**src/rtl/dmem_arbiter_if.sv**
```systemverilog
// Requester and memory-side signal bundle for dmem_arbiter.
// slave = arbiter view; master = requesters plus memory unit.
`timescale 1ns/1ps
interface dmem_arbiter_if #(
    parameter int ADDR_W = 64
);
    logic              core_req;
    logic              core_we;
    logic [ADDR_W-1:0] core_addr;
    logic [63:0]       core_wdata;
    logic [1:0]        core_width;
    logic              core_sext;
    logic              core_ack;
    logic              core_err;
    logic [63:0]       core_rdata;
    logic              core_stall;

    logic              aux_req;
    logic              aux_we;
    logic [ADDR_W-1:0] aux_addr;
    logic [63:0]       aux_wdata;
    logic [1:0]        aux_width;
    logic              aux_sext;
    logic              aux_ack;
    logic              aux_err;
    logic [63:0]       aux_rdata;

    logic              mem_en;
    logic              mem_wea;
    logic [ADDR_W-1:0] mem_addr;
    logic [63:0]       mem_din;
    logic [1:0]        mem_bit_width;
    logic              mem_sign_extend;
    logic [63:0]       mem_dout;

    logic              busy;
    logic              grant;

    modport slave (
        input  core_req, core_we, core_addr, core_wdata, core_width, core_sext,
        output core_ack, core_err, core_rdata, core_stall,
        input  aux_req, aux_we, aux_addr, aux_wdata, aux_width, aux_sext,
        output aux_ack, aux_err, aux_rdata,
        output mem_en, mem_wea, mem_addr, mem_din, mem_bit_width, mem_sign_extend,
        input  mem_dout,
        output busy, grant
    );

    modport master (
        output core_req, core_we, core_addr, core_wdata, core_width, core_sext,
        input  core_ack, core_err, core_rdata, core_stall,
        output aux_req, aux_we, aux_addr, aux_wdata, aux_width, aux_sext,
        input  aux_ack, aux_err, aux_rdata,
        input  mem_en, mem_wea, mem_addr, mem_din, mem_bit_width, mem_sign_extend,
        output mem_dout,
        input  busy, grant
    );
endinterface

```
**src/rtl/dmem_arbiter.sv**
```systemverilog
// Round-robin core/aux arbiter for the data memory; ack LAT+1 cycles after grant, misaligned acks+errs after 1.
// Requesters hold req until ack; the loser simply waits, core stall is req & ~ack.
`timescale 1ns/1ps
module dmem_arbiter #(
    parameter int ADDR_W = 64,
    parameter int LAT    = 2
) (
    input  logic           clk,
    input  logic           rst,
    dmem_arbiter_if.slave  bus
);
    localparam int CNT_W = (LAT < 2) ? 1 : $clog2(LAT + 1);
    localparam logic [CNT_W-1:0] CNT_LAST = CNT_W'(LAT);

    typedef enum logic [1:0] {
        IDLE = 2'd0,
        BUSY = 2'd1,
        ERR  = 2'd2
    } state_t;

    state_t            state_q;
    logic [CNT_W-1:0]  cnt_q;
    logic              last_grant_q;
    logic              grant_q;
    logic              we_q;
    logic [ADDR_W-1:0] addr_q;
    logic [63:0]       wdata_q;
    logic [1:0]        width_q;
    logic              sext_q;

    logic              any_req;
    logic              grant_d;
    logic              we_d;
    logic [ADDR_W-1:0] addr_d;
    logic [63:0]       wdata_d;
    logic [1:0]        width_d;
    logic              sext_d;
    logic              misalign_d;

    // On a tie the requester that did not win last time gets the slot.
    always_comb begin
        any_req = bus.core_req | bus.aux_req;
        grant_d = (bus.core_req & bus.aux_req) ? ~last_grant_q : bus.aux_req;
        we_d    = grant_d ? bus.aux_we    : bus.core_we;
        addr_d  = grant_d ? bus.aux_addr  : bus.core_addr;
        wdata_d = grant_d ? bus.aux_wdata : bus.core_wdata;
        width_d = grant_d ? bus.aux_width : bus.core_width;
        sext_d  = grant_d ? bus.aux_sext  : bus.core_sext;
        unique case (width_d)
            2'b01:   misalign_d = addr_d[0];
            2'b10:   misalign_d = |addr_d[1:0];
            2'b11:   misalign_d = |addr_d[2:0];
            default: misalign_d = 1'b0;
        endcase
    end

    always_ff @(posedge clk) begin
        if (rst) begin
            state_q      <= IDLE;
            cnt_q        <= '0;
            last_grant_q <= 1'b1;
            grant_q      <= 1'b0;
            we_q         <= 1'b0;
            addr_q       <= '0;
            wdata_q      <= '0;
            width_q      <= 2'b00;
            sext_q       <= 1'b0;
        end else begin
            unique case (state_q)
                IDLE: begin
                    if (any_req) begin
                        grant_q      <= grant_d;
                        last_grant_q <= grant_d;
                        we_q         <= we_d;
                        addr_q       <= addr_d;
                        wdata_q      <= wdata_d;
                        width_q      <= width_d;
                        sext_q       <= sext_d;
                        cnt_q        <= '0;
                        state_q      <= misalign_d ? ERR : BUSY;
                    end
                end
                BUSY: begin
                    cnt_q <= cnt_q + CNT_W'(1);
                    if (cnt_q == CNT_LAST) begin
                        state_q <= IDLE;
                    end
                end
                ERR:     state_q <= IDLE;
                default: state_q <= IDLE;
            endcase
        end
    end

    logic        in_busy;
    logic        in_err;
    logic        done;
    logic        ack;
    logic [63:0] rdata;

    assign in_busy = (state_q == BUSY);
    assign in_err  = (state_q == ERR);
    assign done    = in_busy & (cnt_q == CNT_LAST);
    assign ack     = done | in_err;
    // Stores return zero; loads pass the memory output through on the ack cycle.
    assign rdata   = (done & ~we_q) ? bus.mem_dout : 64'd0;

    assign bus.core_ack   = ack & ~grant_q;
    assign bus.core_err   = in_err & ~grant_q;
    assign bus.core_rdata = grant_q ? 64'd0 : rdata;
    assign bus.core_stall = bus.core_req & ~bus.core_ack;

    assign bus.aux_ack    = ack & grant_q;
    assign bus.aux_err    = in_err & grant_q;
    assign bus.aux_rdata  = grant_q ? rdata : 64'd0;

    // Write enable only on the first busy cycle so each store hits memory once.
    assign bus.mem_en          = in_busy;
    assign bus.mem_wea         = in_busy & we_q & (cnt_q == '0);
    assign bus.mem_addr        = in_busy ? addr_q : '0;
    assign bus.mem_din         = in_busy ? wdata_q : 64'd0;
    assign bus.mem_bit_width   = in_busy ? width_q : 2'b00;
    assign bus.mem_sign_extend = in_busy & sext_q;

    assign bus.busy  = (state_q != IDLE);
    assign bus.grant = grant_q;
endmodule

```
**src/flat_wrapper.sv**
```systemverilog
// flat-port wrapper written by rule: the top's interface ports become plain ports
module dmem_arbiter_flat 
#(
    parameter int ADDR_W = 64,
    parameter int LAT    = 2
)
  (clk, rst, bus_core_req, bus_core_we, bus_core_addr, bus_core_wdata, bus_core_width, bus_core_sext, bus_core_ack, bus_core_err, bus_core_rdata, bus_core_stall, bus_aux_req, bus_aux_we, bus_aux_addr, bus_aux_wdata, bus_aux_width, bus_aux_sext, bus_aux_ack, bus_aux_err, bus_aux_rdata, bus_mem_en, bus_mem_wea, bus_mem_addr, bus_mem_din, bus_mem_bit_width, bus_mem_sign_extend, bus_mem_dout, bus_busy, bus_grant);
  dmem_arbiter_if #(.ADDR_W(ADDR_W)) bus_i ();
  input  logic clk;
  input  logic rst;
  input wire logic [$bits(bus_i.core_req)-1:0] bus_core_req;
  input wire logic [$bits(bus_i.core_we)-1:0] bus_core_we;
  input wire logic [$bits(bus_i.core_addr)-1:0] bus_core_addr;
  input wire logic [$bits(bus_i.core_wdata)-1:0] bus_core_wdata;
  input wire logic [$bits(bus_i.core_width)-1:0] bus_core_width;
  input wire logic [$bits(bus_i.core_sext)-1:0] bus_core_sext;
  output wire logic [$bits(bus_i.core_ack)-1:0] bus_core_ack;
  output wire logic [$bits(bus_i.core_err)-1:0] bus_core_err;
  output wire logic [$bits(bus_i.core_rdata)-1:0] bus_core_rdata;
  output wire logic [$bits(bus_i.core_stall)-1:0] bus_core_stall;
  input wire logic [$bits(bus_i.aux_req)-1:0] bus_aux_req;
  input wire logic [$bits(bus_i.aux_we)-1:0] bus_aux_we;
  input wire logic [$bits(bus_i.aux_addr)-1:0] bus_aux_addr;
  input wire logic [$bits(bus_i.aux_wdata)-1:0] bus_aux_wdata;
  input wire logic [$bits(bus_i.aux_width)-1:0] bus_aux_width;
  input wire logic [$bits(bus_i.aux_sext)-1:0] bus_aux_sext;
  output wire logic [$bits(bus_i.aux_ack)-1:0] bus_aux_ack;
  output wire logic [$bits(bus_i.aux_err)-1:0] bus_aux_err;
  output wire logic [$bits(bus_i.aux_rdata)-1:0] bus_aux_rdata;
  output wire logic [$bits(bus_i.mem_en)-1:0] bus_mem_en;
  output wire logic [$bits(bus_i.mem_wea)-1:0] bus_mem_wea;
  output wire logic [$bits(bus_i.mem_addr)-1:0] bus_mem_addr;
  output wire logic [$bits(bus_i.mem_din)-1:0] bus_mem_din;
  output wire logic [$bits(bus_i.mem_bit_width)-1:0] bus_mem_bit_width;
  output wire logic [$bits(bus_i.mem_sign_extend)-1:0] bus_mem_sign_extend;
  input wire logic [$bits(bus_i.mem_dout)-1:0] bus_mem_dout;
  output wire logic [$bits(bus_i.busy)-1:0] bus_busy;
  output wire logic [$bits(bus_i.grant)-1:0] bus_grant;
  assign bus_i.core_req = bus_core_req;
  assign bus_i.core_we = bus_core_we;
  assign bus_i.core_addr = bus_core_addr;
  assign bus_i.core_wdata = bus_core_wdata;
  assign bus_i.core_width = bus_core_width;
  assign bus_i.core_sext = bus_core_sext;
  assign bus_core_ack = bus_i.core_ack;
  assign bus_core_err = bus_i.core_err;
  assign bus_core_rdata = bus_i.core_rdata;
  assign bus_core_stall = bus_i.core_stall;
  assign bus_i.aux_req = bus_aux_req;
  assign bus_i.aux_we = bus_aux_we;
  assign bus_i.aux_addr = bus_aux_addr;
  assign bus_i.aux_wdata = bus_aux_wdata;
  assign bus_i.aux_width = bus_aux_width;
  assign bus_i.aux_sext = bus_aux_sext;
  assign bus_aux_ack = bus_i.aux_ack;
  assign bus_aux_err = bus_i.aux_err;
  assign bus_aux_rdata = bus_i.aux_rdata;
  assign bus_mem_en = bus_i.mem_en;
  assign bus_mem_wea = bus_i.mem_wea;
  assign bus_mem_addr = bus_i.mem_addr;
  assign bus_mem_din = bus_i.mem_din;
  assign bus_mem_bit_width = bus_i.mem_bit_width;
  assign bus_mem_sign_extend = bus_i.mem_sign_extend;
  assign bus_i.mem_dout = bus_mem_dout;
  assign bus_busy = bus_i.busy;
  assign bus_grant = bus_i.grant;
  dmem_arbiter #(.ADDR_W(ADDR_W), .LAT(LAT)) u_core (.clk(clk), .rst(rst), .bus(bus_i));
endmodule
```
**config.mk**
```make
export PLATFORM = sky130hd
export DESIGN_NAME = dmem_arbiter_flat
export DESIGN_NICKNAME = d
export VERILOG_FILES = /design/src/rtl/dmem_arbiter_if.sv /design/src/rtl/dmem_arbiter.sv /design/src/flat_wrapper.sv
export SDC_FILE = /design/constraint.sdc
export NUM_CORES = 1
export LEC_CHECK = 0
export CAP_MARGIN = 20
export CORE_AREA = 2 2 235 237
export CTS_CLUSTER_SIZE = 24
export DETAILED_ROUTE_END_ITERATION = 10
export DIE_AREA = 0 0 237 239
export GPL_TIMING_DRIVEN = 0
export SLEW_MARGIN = 20
export SYNTH_ARGS = -nofsm -noshare
export SYNTH_HDL_FRONTEND = slang
export SYNTH_SLANG_ARGS = --single-unit
```
**constraint.sdc**
```tcl
create_clock -name clk -period 1.8 [get_ports clk]
set_input_delay 0.18 -clock clk [delete_from_list [all_inputs] [get_ports clk]]
set_output_delay 0.18 -clock clk [all_outputs]
set_load 0.03 [all_outputs]
```
==> summary.txt <==
Outcome
  – Status: finished with violations
  – Failing checks: setup timing

Clock network
  – CTS buffer count: 17
  – Depth of the CTS H-tree: 4
  – Clk sinks: about 140
  – CTS Buffer Depth: 2
  – Clock Latency Late Sink: 0.46 ns
  – TritonCTS clock tree: done
  – CTS root buf: clkbuf_16
  – Worst-path clk slew: 0.07 ns

Final layout
  – Layout cells sized above 1: 0.441
  – Fillers: roughly 5700
  – Area grow syn2layout: 109%
  – Area of the multi-input gates: 5690 µm²
  – Final #Nets: 1936
  – Sequential cell area: 2780 µm²

Global route
  – Grt total ovfl: 0
  – Vias in the first global route: around 10000
  – First-pass GRT wire length: 67600 µm
  – Initial antenna violation count: 18
  – GR Util All Layers: 0.168
  – Pin count of the biggest net entering global routing: 17

Synthesis
  – Avg Inst Size Synth: slightly above 9 µm²
  – Share of synthesized flip-flops with an asynchronous set or reset: 0
  – Post-synth top area cell: dfxtp_1
  – Count leader, synth: and2_1
  – Synth top area cells: dfxtp_1 33%, and2_1 19%, mux2i_1 16%
  – Synth Cell Area: between 8000 and 9000 µm²
  – Sequential element share of the synthesized area: 0.326
  – Syn. warnings: 0
  – Synth Net Count: 1257
  – Post-synth top cells: 259 x and2_1, 138 x dfxtp_1, 137 x nor2_1
  – Top cell type's share of synthesized area: 0.326
  – Synth Register Bits: 138
  – Syn Inst Count: 923
  – Top FF cell, synth: dfxtp_1
  – Netlist cell types: 32
  – Number of enable flip-flop cells after synthesis: 0

Setup path
  – Slowest cell on crit path: dfxtp_2
  – Worst Setup End Kind: primary output
  – Worst reg-to-reg setup slack: approximately 0.070 ns
  – Worst path most repeated cell: buf_6
  – Critical Path RT: 1.62 ns
  – CP max stage delay: about 0.33 ns
  – Crit Path Category: reg2out
  – Reg2reg path depth: 5
  – CP Data Arrival Time: around 2.0 ns
  – Startpoint Class: flip-flop
  – Reg2reg end: u_core.wdata_q[25]
  – Crit-path max FO: 7
  – Crit-path cells: inv_2, ha_4, nand2_4, nor4_4, buf_6, buf_12, clkbuf_16, and2_4, buf_6
  – Crit Reg-Reg Startpoint: u_core.last_grant_q

Detailed routing
  – DRC: 0
  – 1st-pass router iterations: 4
  – Post-DRT Antenna Nets: 0
  – WL final: 49200 µm
  – Post-DR vias/cell: between 4 and 5
  – WL per Instance: 21.1 µm
  – Via count: 9509
  – Initial DRC count: ~230

Floorplan
  – # IOs: 600
  – Initial Utilization: 0.156
  – Core Rows: 86
  – Core Area: around 54000 µm²
  – Die width: 237 µm
  – Die Y: 239 µm
  – Die area: 56600 µm²

STA
  – Clock period minus worst slack: 2.19 ns
  – Setup Skew: 0.0128 ns
  – Fmax: 457 MHz
  – Max_slew headroom: 0.413
  – Final period util: 1.22
  – Worst Tran Pin Value: between 0.8 and 0.9 ns
  – Final setup vio count: 263
  – Slew Limit Fails: 0
  – Setup WS post-layout: -0.388 ns
  – Hold_ws: 0.381 ns
  – RSZ-0062 raised after global routing: yes
  – Endpoints failing hold: 0

Power
  – Power per standard cell area: roughly 710 nW/µm²
  – Leakage power: 7.43 nW
  – VDD IR max: around 0.40 mV

Min path
  – Hold_sp: bus_core_addr[56]
  – Hold WC Path Type: in2reg
  – Hold Path Sink: u_core.addr_q[56]
  – Hold Path Depth: 3

Placement
  – DP HPWL: between 30000 and 40000 µm
  – Post-place setup slack: -1.29 ns
  – Gpl congestion: 0.927
  – IO buf count: 599

Flow run
  – Max-Cap Viols: 0
## layout make-up
cell class / count / area share
antenna: 12 / 0.00170
buffer: 84 / 0.0492
inverter: 4 / 0.00156
clock inverter: 13 / 0.00884
multi-input combinational: 695 / 0.322
sequential: 138 / 0.157
clock buffer: 19 / 0.0256
timing repair inverter: 1 / 0.000636
tap: 704 / 0.0498
timing repair buffer: 661 / 0.384
## metal layers
layer	part of all wire	vias up	wire length (µm)	track usage
met4	0.047	4	2300	0.109
met3	0.067	76	3310	0.0442
met2	0.55	444	26900	0.319
li1	-	4533	-	-
met5	0.00055	-	27	0
met1	0.34	4452	16700	0.160
## report_power, final
group          switching, mW  internal [mW]  total, mW
Sequential             0.275           3.55       3.82
Combinational           2.45           2.55       5.00
Clock                   1.61           2.15       3.75
Total                   4.33           8.25       12.6
## worst max-delay path: cells and delay by family, from the launching register on
kind / cells / cell delay (ns)
flip-flops: 1 / 0.33
adder cells (fa/ha/maj): 1 / 0.17
buffers and inverters: 5 / 0.64
AND/OR/NAND/NOR: 3 / 0.39
## cell usage in the layout (no fill, tap or decap), types with 6 or more instances in the layout
| master | netlist | final |
|---|---|---|
| a211oi_2 | 100 | 100 |
| clkdlybuf4s50_1 | 0 | 331 |
| nand2_1 | 7 | 6 |
| mux2i_1 | 132 | 116 |
| and2_1 | 259 | 109 |
| buf_4 | 8 | 66 |
| clkbuf_4 | 0 | 48 |
| buf_6 | 14 | 214 |
| clkbuf_8 | 0 | 7 |
| buf_8 | 0 | 26 |
| nor2_1 | 137 | 136 |
| clkbuf_1 | 41 | 13 |
| buf_2 | 23 | 14 |
| clkbuf_16 | 0 | 24 |
| mux2i_2 | 0 | 13 |
| dfxtp_1 | 138 | 133 |
| diode_2 | 0 | 12 |
| and2_4 | 0 | 150 |
| buf_12 | 0 | 11 |
| a211oi_1 | 33 | 33 |
## registers in the layout, indices dropped and copies added, names as in the netlist
| signal | flops |
|---|---|
| u_core.wdata_q | 64 |
| u_core.last_grant_q | 1 |
| u_core.width_q | 2 |
| u_core.sext_q | 1 |
| u_core.state_q | 2 |
| u_core.bus.grant | 1 |
| u_core.cnt_q | 2 |
| u_core.addr_q | 64 |
| u_core.we_q | 1 |
## cell families (layout without fill, tap and decap cells)
family,count (synthesis),in the layout,share of synthesized area
AOI/OAI and AO/OA,145,145,0.186
adders and majority gates,2,2,0.00296
buffers and inverters,90,782,0.0593
DFF,138,138,0.326
muxes,132,132,0.156
other,0,12,0
and+or+nand+nor,416,416,0.269
## what timing repair did
action	in CTS	in global routing
buffers inserted	24	33
endpoints found under the setup margin	403	405
pin swaps	37	39
gates resized for setup	1438	722
cloned	10	1
hold buffers	0	0
## how the worst max path moves through the flow
stage / slack (ns) / startpoint / cells after the start / end
floorplan: 0.04 / u_core.cnt_q[0] / 6 / bus_core_stall
global placement: -1.26 / u_core.state_q[1] / 6 / bus_mem_addr[28]
detailed placement: -1.29 / u_core.state_q[1] / 6 / bus_mem_addr[24]
CTS: -0.52 / u_core.state_q[0] / 6 / bus_mem_addr[0]
global route: -0.46 / u_core.cnt_q[0] / 9 / bus_aux_rdata[24]
finish: -0.39 / u_core.cnt_q[0] / 9 / bus_aux_rdata[24]
## per-stage QoR
step            util  cells  power, mW  area, µm²  setup TNS [ns]
3_5_place_dp   0.282   2226       8.04      15300         -332.62
3_3_place_gp   0.282   2226       7.95      15300         -337.57
2_1_floorplan      -    923       6.11       8470               0
4_1_cts        0.305   2292       12.3      16600         -129.31
6_report       0.326   2331       12.6      17700          -64.68
5_1_grt        0.326   2329       13.2      17700          -84.98
Power figures use the tool's default switching activity.
